[config.mk]
export PLATFORM = sky130hd
export DESIGN_NAME = imem_loader
export DESIGN_NICKNAME = d
export VERILOG_FILES = /design/src/rtl/imem_loader.sv
export SDC_FILE = /design/constraint.sdc
export NUM_CORES = 1
export LEC_CHECK = 0
export ABC_AREA = 1
export BUFFER_PORTS_ARGS = -buffer_cell sky130_fd_sc_hd__buf_2
export CAP_MARGIN = 20
export CORE_UTILIZATION = 54
export DETAILED_ROUTE_END_ITERATION = 10
export PLACE_DENSITY = 0.8
export REMOVE_ABC_BUFFERS = 1
export SLEW_MARGIN = 5
export SYNTH_ARGS = -nofsm -noshare
export SYNTH_HDL_FRONTEND = slang
export SYNTH_SLANG_ARGS = --single-unit
[constraint.sdc]
create_clock -name clk -period 10.6 [get_ports clk]
set_input_delay 3.18 -clock clk [delete_from_list [all_inputs] [get_ports clk]]
set_output_delay 3.18 -clock clk [all_outputs]
set_load 0.02 [all_outputs]
[src/rtl/imem_loader.sv]
// Streams little-endian bytes into 32-bit instruction RAM words (5 cycles/word best case); s_ready low outside RECV.
// Define IMEM_LOADER_VERIFY_EN to add an XOR-checksum readback pass through the registered RAM read port.
module imem_loader #(
  parameter int ADDR_W = 12,
  parameter int DEPTH  = 1024
) (
  input  logic              clk,
  input  logic              rst,
  input  logic              start,
  input  logic [10:0]       word_count,
  input  logic              abort,
  input  logic              s_valid,
  input  logic [7:0]        s_data,
  output logic              s_ready,
  output logic [3:0]        ram_wea,
  output logic [ADDR_W-1:0] ram_addra,
  output logic [31:0]       ram_dina,
  input  logic [31:0]       ram_douta,
  output logic              busy,
  output logic              cpu_hold,
  output logic              done,
  output logic              error
);
  localparam int AW = (DEPTH > 1) ? $clog2(DEPTH) : 1;

  typedef enum logic [2:0] {S_IDLE, S_RECV, S_WRITE, S_VERIFY, S_DONE} state_t;

  state_t            state_q, state_d;
  logic [10:0]       n_q, n_d;
  logic [10:0]       word_ptr_q, word_ptr_d;
  logic [1:0]        byte_idx_q, byte_idx_d;
  logic [31:0]       word_q, word_d;
  logic              error_q, error_d;
  logic [ADDR_W-1:0] addr_q, addr_d;
  logic [31:0]       din_q, din_d;
  logic [ADDR_W-1:0] wp_addr;

  always_comb begin
    wp_addr = '0;
    wp_addr[AW-1:0] = word_ptr_q[AW-1:0];
  end

`ifdef IMEM_LOADER_VERIFY_EN
  logic [31:0]       csum_q, csum_d;
  logic [31:0]       rb_sum_q, rb_sum_d;
  logic [10:0]       vptr_q, vptr_d;
  logic [ADDR_W-1:0] vp_addr;

  always_comb begin
    vp_addr = '0;
    vp_addr[AW-1:0] = vptr_q[AW-1:0];
  end
`else
  logic unused_douta;
  assign unused_douta = ^ram_douta;
`endif

  always_comb begin
    state_d    = state_q;
    n_d        = n_q;
    word_ptr_d = word_ptr_q;
    byte_idx_d = byte_idx_q;
    word_d     = word_q;
    error_d    = error_q;
    s_ready    = 1'b0;
    ram_wea    = 4'h0;
    ram_addra  = addr_q;
    ram_dina   = din_q;
`ifdef IMEM_LOADER_VERIFY_EN
    csum_d     = csum_q;
    rb_sum_d   = rb_sum_q;
    vptr_d     = vptr_q;
`endif
    unique case (state_q)
      S_IDLE: begin
        if (start) begin
          n_d        = word_count;
          word_ptr_d = '0;
          byte_idx_d = '0;
          error_d    = 1'b0;
`ifdef IMEM_LOADER_VERIFY_EN
          csum_d     = '0;
          rb_sum_d   = '0;
          vptr_d     = '0;
`endif
          if (word_count == 11'd0) begin
            state_d = S_DONE;
          end else if ({21'd0, word_count} > 32'(DEPTH)) begin
            state_d = S_DONE;
            error_d = 1'b1;
          end else begin
            state_d = S_RECV;
          end
        end
      end
      S_RECV: begin
        s_ready = 1'b1;
        // Abort beats a simultaneous lane-3 byte so no write is launched.
        if (abort) begin
          state_d = S_DONE;
          error_d = 1'b1;
        end else if (s_valid) begin
          word_d[{byte_idx_q, 3'b000} +: 8] = s_data;
          byte_idx_d = byte_idx_q + 2'd1;
          if (byte_idx_q == 2'd3) state_d = S_WRITE;
        end
      end
      S_WRITE: begin
        ram_wea    = 4'hF;
        ram_addra  = wp_addr;
        ram_dina   = word_q;
        byte_idx_d = '0;
        word_ptr_d = word_ptr_q + 11'd1;
`ifdef IMEM_LOADER_VERIFY_EN
        csum_d     = csum_q ^ word_q;
`endif
        if (abort) begin
          state_d = S_DONE;
          error_d = 1'b1;
        end else if (word_ptr_q + 11'd1 == n_q) begin
`ifdef IMEM_LOADER_VERIFY_EN
          state_d = S_VERIFY;
`else
          state_d = S_DONE;
`endif
        end else begin
          state_d = S_RECV;
        end
      end
`ifdef IMEM_LOADER_VERIFY_EN
      S_VERIFY: begin
        // vptr_q == n_q is the extra cycle that collects the last read.
        if (vptr_q != n_q) begin
          ram_addra = vp_addr;
          vptr_d    = vptr_q + 11'd1;
        end
        if (vptr_q != 11'd0) rb_sum_d = rb_sum_q ^ ram_douta;
        if (abort) begin
          state_d = S_DONE;
          error_d = 1'b1;
        end else if (vptr_q == n_q) begin
          state_d = S_DONE;
          error_d = ((rb_sum_q ^ ram_douta) != csum_q);
        end
      end
`endif
      S_DONE:  state_d = S_IDLE;
      default: state_d = S_IDLE;
    endcase
    addr_d = ram_addra;
    din_d  = ram_dina;
  end

  always_ff @(posedge clk or posedge rst) begin
    if (rst) begin
      state_q    <= S_IDLE;
      n_q        <= '0;
      word_ptr_q <= '0;
      byte_idx_q <= '0;
      word_q     <= '0;
      error_q    <= 1'b0;
      addr_q     <= '0;
      din_q      <= '0;
`ifdef IMEM_LOADER_VERIFY_EN
      csum_q     <= '0;
      rb_sum_q   <= '0;
      vptr_q     <= '0;
`endif
    end else begin
      state_q    <= state_d;
      n_q        <= n_d;
      word_ptr_q <= word_ptr_d;
      byte_idx_q <= byte_idx_d;
      word_q     <= word_d;
      error_q    <= error_d;
      addr_q     <= addr_d;
      din_q      <= din_d;
`ifdef IMEM_LOADER_VERIFY_EN
      csum_q     <= csum_d;
      rb_sum_q   <= rb_sum_d;
      vptr_q     <= vptr_d;
`endif
    end
  end

  assign busy     = (state_q == S_RECV) || (state_q == S_WRITE) || (state_q == S_VERIFY);
  assign cpu_hold = busy;
  assign done     = (state_q == S_DONE);
  assign error    = error_q;
endmodule
* After elaboration in Yosys (flattened, before gate mapping)
Index checks and enable logic that the tools add are counted.
** Cells by class
- $add $sub $neg :: 3
- Multipliers :: 0
- Divide/modulo/power cells :: 0
- $lt $le $gt $ge :: 1
- Eq/ne operators :: 12
- Shift operators :: 2
- Multiplexer cells :: 25
- Bitwise operators :: 1
- Reduce and logical (&&, ||, !) cells :: 14
** Operators by type and width (count)
- 32-bit bitwise mux :: 1
- 32-bit 2-to-1 mux :: 1
- 8-bit by 7-bit variable shift with 32-bit output (first input constant) :: 1
- 8-bit by 7-bit indexed part select with 32-bit output :: 1
- 3-bit 2-to-1 mux :: 8
- 11-bit one-hot mux with 2 select lines :: 1
- 12-bit 2-to-1 mux :: 1
- 11-bit by 1-bit adder with 11-bit output (second input constant) :: 1
- 11-bit == test :: 1
- 11-bit greater-than comparator (second input constant) :: 1
- 11-bit zero test :: 1
- 11-bit 2-to-1 mux :: 1
- 3-bit one-hot mux with 3 select lines :: 1
- 3-bit AND reduction :: 3
- 5-bit negation with 7-bit output :: 1
- 3-bit by 2-bit == test with 1-bit output (second input constant) :: 2
- 2-bit 2-to-1 mux :: 3
- 2-bit inequality test (second input constant) :: 3
- 3-bit inequality test (second input constant) :: 2
- 2-bit one-hot mux with 3 select lines :: 1
- 1-bit 2-to-1 mux :: 5
- 4-bit 2-to-1 mux :: 1
- 2-bit AND reduction :: 2
- 4-bit AND reduction :: 1
- 12 further kinds :: 14
** Word-level totals
- Register bits :: 104
- Latch bits :: 0
- Memory bits (writable) :: 0
- Memory bits (read-only) :: 0
- Input bits :: 56
- Output and inout port bits :: 53
- Memories :: 0

* Logic depth before layout (Yosys ltp)
Gate-level depths: netlist of run 1.
- Depth after elaboration :: 5
- Depth in mapped cells :: 15
- Depth with buffers taken out :: 15

* Worst setup path after synthesis of run 1
Ideal clock, no wire load.
- Path type :: flip-flop to output port
- Start :: reg state_q[0]
- End :: out ram_dina[8]
- Data arrival time :: 1.903 ns
- Slack :: 5.517 ns
- Stages on the path, launching flop included :: 6
- Path buffers :: 2
- Cell sequence :: dfrtp_1 nor3_4 inv_2 clkbuf_1 clkbuf_1 o21ai_0
** On the way
- Cells in the longest elaborated chain, start to end :: 2
** RTL lines
- start: declaration :: RTL line 28 : state_t state_q, state_d;
- start signal: assignment :: RTL line 170 : state_q <= state_d;
- 3-bit by 2-bit == test with 1-bit output :: RTL line 74 : unique case (state_q)
- 32-bit 2-to-1 mux :: RTL line 74
- end: declaration :: RTL line 17 : output logic [31:0] ram_dina,
No other way between the ends.

* Worst setup path after layout of run 1
- Start :: reg state_q[2]
- End :: out ram_dina[15]
Same word-level chain as after synthesis.

==> parameters.txt, run 1 <==
Parameter                              Value

Status
  Status    complete, no violations

Worst hold path
  End of the worst hold path    addr_q[11]
  Hold Path Depth    2
  Worst hold path startpoint    addr_q[11]
  Hold WC Path Type    reg -> reg

Clock network
  Clock sinks    104
  Post-cts sizing count    0
  Setup fix buffers added after clock tree synthesis    0
  Deepest level of the CTS H-tree    3
  TritonCTS Buffers    9
  CTS root buf    sky130_fd_sc_hd__clkbuf_8
  Buffers from clock root to sink, at most    2
  Post-CTS Hold Fix Bufs    0
  Clock-pin slew on the worst setup and hold paths    0.10 ns
  Later-pin clock latency in the skew report    0.36 ns
  Clock tree from TritonCTS    yes

STA
  Min Tclk post-route    5.52 ns
  Number of pins with negative max-slew slack in the final report    0
  Final worst hold slack    0.470 ns
  RSZ-0062 raised after global routing    no
  Actual transition at the worst max-transition pin    0.832 ns
  Relative slew slack    44.5%
  Crit path setup slack, layout    5.08 ns
  Setup-violating endpoint count in the final report    0
  Fraction of the cycle the final worst path needs    52.1%
  Sum Neg Setup Slack    0 ns
  Final worst clock skew    0.00495 ns
  Fmax achieved    0.181 GHz
  Final count of hold timing violations    0

Routing
  Sum of routed wire length over all layers    10100 um
  Drt via density    5.23
  Antenna viol nets, final    0
  Wire per inst    13.8 um
  Drt drc    0
  Overall via count from detail_route    3824
  First-pass DRT Iterations    5
  Number of DRC markers after the initial detailed-route iteration    280

Cells and area
  Signed area change from the synthesized netlist to the final layout    12.4%
  Final nets    684
  Fraction of layout instances using a drive strength above 1    17.7%
  Non-filler cells in the finished layout    731
  Fill cells    721
  Total area of multi-input combinational cells    0.00165 mm2
  Number of diodes added for antenna fixing    0
  Sequential cell area in the final layout    0.00260 mm2

Die
  Die Span Y    95.8 um
  Starting density of the core    56.7%
  Core area    0.00838 mm2
  Site Rows    33
  Area of the die    0.00918 mm2
  Die width    95.8 um
  # IOs    109

Yosys
  Number of distinct library cells after synthesis    28
  Number of enable flip-flop cells after synthesis    0
  Total of warnings raised by yosys    0
  Sequential share of the synthesized area    54.8%
  Synth Register Bits    104
  Post-Synthesis Mean Instance Area    8.50 um2
  Gate count after technology mapping    559
  Mapped Area    0.00475 mm2
  Async set-reset flop share out of synthesis    100%
  Flip-flop cell with the highest count after synthesis    sky130_fd_sc_hd__dfrtp_1

Worst setup path
  Data arrival time of the critical path    2.34 ns
  Endpoint type of the worst setup path    output port
  Largest fanout on the critical path    93
  Endpoint of the worst-slack reg-to-reg timing path    word_q[1]
  Type of element launching the critical path    flip-flop
  Worst EP required    7.42 ns
  Logic depth of the worst register-to-register path    7
  Startpoint-to-endpoint class of the critical path    reg -> out
  R2r setup slk    7.89 ns
  Reg2Reg Launch Point    byte_idx_q[0]

Global route
  Via count of the first global-routing pass    3614
  Initial antenna violation count    0
  First-pass GRT wire length    17000 um
  GRT Util Overall    24.3%
  Pin count of the biggest net entering global routing    94
  GRT overflow    0

Power and ir drop
  Lkg Pwr    2.80 nW
  Total Power    1.42 mW
  Worst IR Drop VDD    0.000140 V
  Pwr/cell area    266 mW/mm2

Place
  Port-buffer cells    76
  Worst Setup Slack post-DPL    5.48 ns
  Gpl congestion    0.864
  Detailed placer's ending HPWL    6970 um
  Placed Cells    715

Flow run
  Max-cap violations    0
-- power breakdown --
group	internal, mW	switching [mW]	total, mW
sequential	0.540	0.0681	0.608
clock	0.0957	0.141	0.237
combinational	0.173	0.401	0.573
total	0.809	0.610	1.42
-- per-stage QoR --
| step | cell area [um2] | utilization, % |
|---|---|---|
| 5_1_grt | 5340 | 63.7 |
| 3_3_place_gp | 5150 | 61.5 |
| 2_1_floorplan | 4620 | - |
| 3_5_place_dp | 5150 | 61.5 |
| 4_1_cts | 5340 | 63.7 |
| 6_report | 5340 | 63.7 |
-- worst max-delay path by stage --
stage,startpoint,end,slack [ns]
CTS,state_q[2],ram_dina[20],5.05
finish,state_q[2],ram_dina[15],5.08
floorplan,rst,addr_q[0],4.69
detailed placement,state_q[2],ram_dina[20],5.48
global placement,state_q[2],ram_dina[15],5.51
global route,state_q[2],ram_dina[3],4.87
-- state kept, by name, indices dropped and copies added (netlist names) --
name and cells:
addr_q 12, byte_idx_q 2, din_q 32, error 1, n_q 11, state_q 3
word_ptr_q 11, word_q 32
-- metal layers --
metal	wire length, um	track usage (%)	vias to the layer above	part of all wire (%)
met5	0	0	-	0
met2	4610	36.7	134	46
met3	594	4.11	20	5.9
met1	4700	35.6	1766	47
li1	-	-	1904	-
met4	180	8.96	0	1.8
-- Yosys cell counts, types with 2 or more instances --
cell type / instances / area (um2)
sky130_fd_sc_hd__nor2_1: 31 / 116
sky130_fd_sc_hd__nand3_1: 37 / 185
sky130_fd_sc_hd__inv_2: 3 / 11.3
sky130_fd_sc_hd__o22ai_1: 7 / 43.8
sky130_fd_sc_hd__ha_1: 7 / 87.6
sky130_fd_sc_hd__inv_1: 95 / 357
sky130_fd_sc_hd__clkbuf_1: 16 / 60.1
sky130_fd_sc_hd__o21ai_1: 21 / 105
sky130_fd_sc_hd__nand2_1: 106 / 398
sky130_fd_sc_hd__o21ai_0: 71 / 355
sky130_fd_sc_hd__nand4_1: 23 / 144
sky130_fd_sc_hd__buf_2: 6 / 30.0
sky130_fd_sc_hd__nor2_4: 2 / 22.5
sky130_fd_sc_hd__dfrtp_1: 104 / 2600
sky130_fd_sc_hd__buf_4: 5 / 37.5
sky130_fd_sc_hd__nand2_2: 3 / 18.8
sky130_fd_sc_hd__xor2_1: 3 / 26.3
sky130_fd_sc_hd__a21oi_1: 5 / 25.0
sky130_fd_sc_hd__nor2_2: 5 / 31.3
-- area by class of cell --
type,instances,area share (%)
clock buffers,10,2.58
clock inverters,6,0.960
inverters,98,6.93
multi-input cells,330,31.0
flip-flops and latches,104,48.7
well taps,105,2.46
repair buffers,78,7.40
-- critical path, cell delays in order, from the launching register on --
cell                      delay [ns]
sky130_fd_sc_hd__dfrtp_1        0.45
sky130_fd_sc_hd__nor3_4         0.49
sky130_fd_sc_hd__inv_2          0.04
sky130_fd_sc_hd__buf_4          0.35
sky130_fd_sc_hd__o21ai_0        0.36
sky130_fd_sc_hd__buf_2          0.22
-- kinds of logic (layout without fill, tap and decap cells) --
| kind of cell | count (synthesis) | count (layout) | synth area share [%] |
|---|---|---|---|
| adder cells (fa/ha/maj) | 7 | 7 | 1.84 |
| buffers and inverters | 125 | 192 | 10.4 |
| flip-flops | 104 | 104 | 54.8 |
| AND/OR/NAND/NOR | 211 | 211 | 20.1 |
| XOR/XNOR | 5 | 5 | 1.21 |
| AO/OA/AOI/OAI | 107 | 107 | 11.7 |
-- layout by cell type (no fill, tap or decap), drive strengths merged --
cell type and n:
nor2 38, a21oi 5, xnor2 1, xor2 3, and2 1, buf 78, dfrtp 104, o21a 1
a21boi 1, o21bai 1, nand2 109, o21ai 92, nand4 23, o22ai 7, nand3 38, inv 101
nor3 2, clkinv 3, ha 7, clkbuf 10, xnor3 1
Power figures use the tool's default switching activity.
==> inputs of run 2 (changes only) <==
- ABC_AREA: 1 -> 0
- CORE_UTILIZATION: 54 -> 49
- PLACE_DENSITY: 0.8 -> 0.76
- clock period: 10.6 -> 4.5 ns (I/O delays scaled with it)
==> parameters.txt, run 2 <==
Parameter                              Value

Cells and area
  Fill cells    827
  Number of diodes added for antenna fixing    0
  Signed area change from the synthesized netlist to the final layout    13.8%
  Most frequent standard cell in the layout excluding fill and tap cells    sky130_fd_sc_hd__nand2_1
  Fraction of layout instances using a drive strength above 1    20.2%
  Final nets    651
  Commonest cells after routing, fill and taps aside    sky130_fd_sc_hd__nand2_1, sky130_fd_sc_hd__dfrtp_1, sky130_fd_sc_hd__buf_2
  Sequential cell area in the final layout    0.00260 mm2
  Non-filler cells in the finished layout    722
  Final design instance area without fill    0.00541 mm2
  Top flop regs    din_q x32, word_q x32, addr_q x12
  Core occupancy in the finished layout    58.0%
  Total area of multi-input combinational cells    0.00197 mm2

Routing
  Drt drc    0
  Number of DRC markers after the initial detailed-route iteration    198
  First-pass DRT Iterations    5
  Overall via count from detail_route    3768
  Sum of routed wire length over all layers    10200 um
  Wire per inst    14.1 um
  Drt via density    5.22
  Antenna viol nets, final    0

STA
  RSZ-0062 raised after global routing    no
  Relative slew slack    40.7%
  Crit path setup slack, layout    0.978 ns
  Actual transition at the worst max-transition pin    0.888 ns
  Sum Neg Setup Slack    0 ns
  Min Tclk post-route    3.52 ns
  Final worst hold slack    0.472 ns
  Final worst clock skew    0.0124 ns
  Number of pins with negative max-slew slack in the final report    0
  Fraction of the cycle the final worst path needs    78.3%
  Setup-violating endpoint count in the final report    0
  Final count of hold timing violations    0
  Fmax achieved    0.284 GHz

Yosys
  Synth Register Bits    104
  Cell with the most instances after synthesis    sky130_fd_sc_hd__nand2_1
  Sequential share of the synthesized area    54.8%
  Flip-flop cell with the highest count after synthesis    sky130_fd_sc_hd__dfrtp_1
  Number of enable flip-flop cells after synthesis    0
  Synth top area share    54.8%
  Mapped Area    0.00475 mm2
  Library cell occupying the most area in the post-synthesis netlist    sky130_fd_sc_hd__dfrtp_1
  Async set-reset flop share out of synthesis    100%
  Number of distinct library cells after synthesis    49
  Post-Synthesis Mean Instance Area    9.06 um2
  Gate count after technology mapping    524
  Cell types occupying the most area after synthesis    sky130_fd_sc_hd__dfrtp_1, sky130_fd_sc_hd__nand2_1, sky130_fd_sc_hd__o21ai_0
  Total of warnings raised by yosys    0
  Leading cell types by count after synthesis    sky130_fd_sc_hd__nand2_1, sky130_fd_sc_hd__dfrtp_1, sky130_fd_sc_hd__o21ai_0

Global route
  First-pass GRT wire length    16700 um
  Pin count of the biggest net entering global routing    56
  Via count of the first global-routing pass    3412
  GRT Util Overall    21.3%
  GRT overflow    0
  Initial antenna violation count    0

Worst setup path
  Master of the slowest instance on the critical path    sky130_fd_sc_hd__dfrtp_1
  Largest fanout on the critical path    31
  Data arrival time of the critical path    2.17 ns
  Endpoint type of the worst setup path    output port
  Critical-path cell list    inv_1, nand3b_1, buf_4, inv_2, buf_4, nand2_1, nand2_1, buf_2
  Top delay family on crit path    buffers and inverters
  Type of element launching the critical path    flip-flop
  Slowest cell delay on critical path    0.47 ns
  Buffers & Inverters on Critical Path    5
  Startpoint-to-endpoint class of the critical path    reg -> out
  Worst EP required    3.15 ns

Clock network
  Setup fix buffers added after clock tree synthesis    0
  Post-cts sizing count    0
  Post-CTS Hold Fix Bufs    0
  Later-pin clock latency in the skew report    0.37 ns
  CTS root buf    sky130_fd_sc_hd__clkbuf_8
  Clock-pin slew on the worst setup and hold paths    0.11 ns
  Deepest level of the CTS H-tree    3
  TritonCTS Buffers    9
  Clock tree from TritonCTS    yes
  Buffers from clock root to sink, at most    2
  Clock sinks    104

Die
  # IOs    109
  Starting density of the core    50.9%
  Die width    100 um
  Core area    0.00933 mm2
  Site Rows    35
  Die Span Y    100 um
  Area of the die    0.0101 mm2

Place
  Worst Setup Slack post-DPL    1.37 ns
  Area post-placement    0.00521 mm2
  Placed Cells    706
  Gpl congestion    0.845
  Port-buffer cells    76
  Detailed placer's ending HPWL    7230 um

Flow run
  Max-cap violations    0

Power and ir drop
  Worst IR Drop VDD    0.000214 V
  Total Power    2.09 mW
  Pwr/cell area    386 mW/mm2
  Lkg Pwr    2.75 nW

Worst hold path
  Hold WC Path Type    reg -> reg

Status
  Status    complete, no violations
## run 2: changes by cell type in the layout (fill, tap and decap cells not counted), sizes merged, moves of 5 or more
| cell | change |
|---|---|
| nand3 | -30 |
| nand2 | +95 |
| o21ai | -40 |
| mux2 | +12 |
| nor2b | +5 |
| nor2 | -18 |
| xnor2 | +5 |
| inv | -89 |
| buf | +5 |
| o22ai | -5 |
| nand4 | -20 |
## run 2: area by class of cell
cell class | instances | share of cell area, %
inverters | 9 | 0.671
well taps | 129 | 2.99
repair buffers | 83 | 8.01
clock buffers | 10 | 2.55
flip-flops and latches | 104 | 48.1
clock inverters | 6 | 1.13
multi-input cells | 381 | 36.5
## run 2: metal layers
layer | track usage [%] | wire length (um)
met5 | 0 | 0
met4 | 9.70 | 227
met2 | 31.3 | 4550
met1 | 31.2 | 4890
met3 | 3.33 | 525
## run 2: kinds of logic after synthesis
group           after synthesis  share of synthesized area [%]
mux                          13                           3.06
flops                       104                           54.8
simple gates                270                           24.8
xor+xnor                     10                           1.84
fa+ha+maj                     7                           1.84
buf+inv                      39                           3.64
compound gates               81                           10.0
## run 2: worst reg2reg max path: cells and delay by family, from the launching register on
family,cells,cell delay (ns)
AO/OA/AOI/OAI,2,0.33
buffers and inverters,4,0.74
flip-flops,1,0.49
AND/OR/NAND/NOR,2,0.76
## run 2: final timing paths
kind                             from              to  slack, ns  depth (start not counted)
max in group asynchronous         rst      word_q[13]       2.59                          3
hold / removal               din_q[5]        din_q[5]       0.47                          2
hold reg to reg              din_q[5]        din_q[5]       0.47                          2
setup / recovery           state_q[2]    ram_dina[19]       0.98                          8
setup reg to reg           state_q[2]  word_ptr_q[10]       2.08                          8
min in group asynchronous         rst       addr_q[0]       1.07                          2
## run 2: power by group
group	switching, mW	internal [mW]
registers	0.0815	1.02
clock network	0.343	0.230
logic	0.236	0.175
total	0.661	1.43
==> inputs of run 3 (changes only) <==
- clock period: 4.5 -> 2.9 ns (I/O delays scaled with it)
==> parameters.txt, run 3 (synthesized netlist as in run 2, its figures left out) <==
Parameter                              Value

Worst setup path
  R2r setup slk    0.54 ns
  Startpoint-to-endpoint class of the critical path    reg -> out
  Data arrival time of the critical path    1.92 ns
  Reg2Reg Launch Point    word_ptr_q[0]
  Logic depth of the worst register-to-register path    6
  Master of the slowest instance on the critical path    sky130_fd_sc_hd__dfrtp_2
  Endpoint type of the worst setup path    output port
  Slowest cell delay on critical path    0.48 ns
  Largest fanout on the critical path    24
  Most used cell, CP    sky130_fd_sc_hd__nand2_1
  Type of element launching the critical path    flip-flop
  Endpoint of the worst-slack reg-to-reg timing path    state_q[0]
  Worst EP required    2.03 ns
  Critical-path cell list    nand3b_1, inv_4, bufbuf_16, nand2_1, nand2_1, buf_2

Place
  Worst Setup Slack post-DPL    0.345 ns
  Gpl congestion    0.849
  Detailed placer's ending HPWL    7150 um
  Port-buffer cells    76
  Placed Cells    707

STA
  Final count of hold timing violations    0
  Number of pins with negative max-slew slack in the final report    0
  Relative slew slack    40.2%
  Final worst hold slack    0.475 ns
  Crit path setup slack, layout    0.107 ns
  Setup-violating endpoint count in the final report    0
  Fraction of the cycle the final worst path needs    96.3%
  RSZ-0062 raised after global routing    no
  Min Tclk post-route    2.79 ns
  Actual transition at the worst max-transition pin    0.895 ns
  Sum Neg Setup Slack    0 ns
  Final worst clock skew    0.0147 ns
  Fmax achieved    0.358 GHz

Clock network
  Clock sinks    104
  Later-pin clock latency in the skew report    0.38 ns
  Clock-pin slew on the worst setup and hold paths    0.10 ns
  Post-CTS Hold Fix Bufs    0
  Deepest level of the CTS H-tree    3
  TritonCTS Buffers    9
  CTS root buf    sky130_fd_sc_hd__clkbuf_8
  Buffers from clock root to sink, at most    2
  Clock tree from TritonCTS    yes

Worst hold path
  End of the worst hold path    addr_q[6]
  Hold WC Path Type    reg -> reg
  Worst hold path startpoint    addr_q[6]
  Hold Path Depth    2

Global route
  Via count of the first global-routing pass    3663
  GRT overflow    0
  First-pass GRT wire length    17300 um
  Pin count of the biggest net entering global routing    56
  Initial antenna violation count    0
  GRT Util Overall    22.2%

Routing
  Number of DRC markers after the initial detailed-route iteration    205
  Drt drc    0
  Overall via count from detail_route    3798
  Sum of routed wire length over all layers    10500 um
  Antenna viol nets, final    0
  Wire per inst    14.5 um
  First-pass DRT Iterations    5
  Drt via density    5.23

Die
  Die width    100 um
  Die Span Y    100 um
  Site Rows    35
  Core area    0.00933 mm2
  Area of the die    0.0101 mm2
  # IOs    109
  Starting density of the core    50.9%

Power and ir drop
  Pwr/cell area    588 mW/mm2
  Lkg Pwr    2.78 nW
  Worst IR Drop VDD    0.000305 V

Cells and area
  Final nets    656
  Top flop regs    din_q x32, word_q x32, addr_q x12
  Core occupancy in the finished layout    58.9%
  Signed area change from the synthesized netlist to the final layout    15.6%
  Number of diodes added for antenna fixing    0
  Commonest cells after routing, fill and taps aside    sky130_fd_sc_hd__nand2_1, sky130_fd_sc_hd__dfrtp_1, sky130_fd_sc_hd__buf_2
  Most frequent standard cell in the layout excluding fill and tap cells    sky130_fd_sc_hd__nand2_1
  Non-filler cells in the finished layout    726
  Fraction of layout instances using a drive strength above 1    21.3%

Status
  Status    complete, no violations

Flow run
  Max-cap violations    0
## run 3: changes by cell type in the layout (fill, tap and decap cells not counted), sizes merged
cell | previous run | this run
inv | 12 | 11
bufbuf | 0 | 1
clkbuf | 10 | 9
buf | 83 | 87
clkinv | 2 | 3
## run 3: critical path: cells and delay by family, from the launching register on
kind | cells | cell delay, ns
flip-flops | 1 | 0.48
AND/OR/NAND/NOR | 3 | 0.45
buffers and inverters | 3 | 0.62
## run 3: area by class of cell
class                      count  area, um2
sequential                   104       2610
timing repair buffer          88        533
clock buffer                   9        124
clock inverter                 6       53.8
fill                         824       3840
inverter                       9       38.8
multi-input combinational    381       1970
tap                          129        161
## run 3: metrics by stage
step,cell area (um2),power (mW)
final,5490,3.23
after global routing,5490,3.39
after CTS,5470,3.24
after detailed placement,5250,2.40
after global placement,5250,2.36
after floorplan,4610,2.18
## run 3: what timing repair did
item                       CTS  global route
resized for setup            2             2
gates cloned                 1             0
setup buffers                1             2
pin swaps                    1             1
setup endpoints to repair   33            12
## run 3: metal layers
layer  vias to the layer above  track usage (%)  part of all wire (%)
li1                       1867                -                     -
met1                      1818             31.1                    46
met2                        99             34.5                    47
met3                        14             3.81                   5.2
met4                         0             8.81                   1.3
met5                         -                0                     0
## run 3: power breakdown
group          switching [mW]  total [mW]  internal [mW]
sequential              0.123        1.71           1.59
clock                   0.522       0.843          0.321
combinational           0.377       0.676          0.298
## run 3: worst max path at each step
stage                        from      endpoint  slack, ns  depth (start not counted)
detailed placement     state_q[2]  ram_dina[13]       0.35                          7
floorplan              state_q[1]  ram_addra[0]      -0.97                          4
finish                 state_q[0]  ram_addra[6]       0.11                          6
CTS                    state_q[2]  ram_addra[4]       0.05                          7
global route           state_q[0]  ram_dina[28]      0.002                          6
global placement    word_count[0]    state_q[0]       0.37                          6
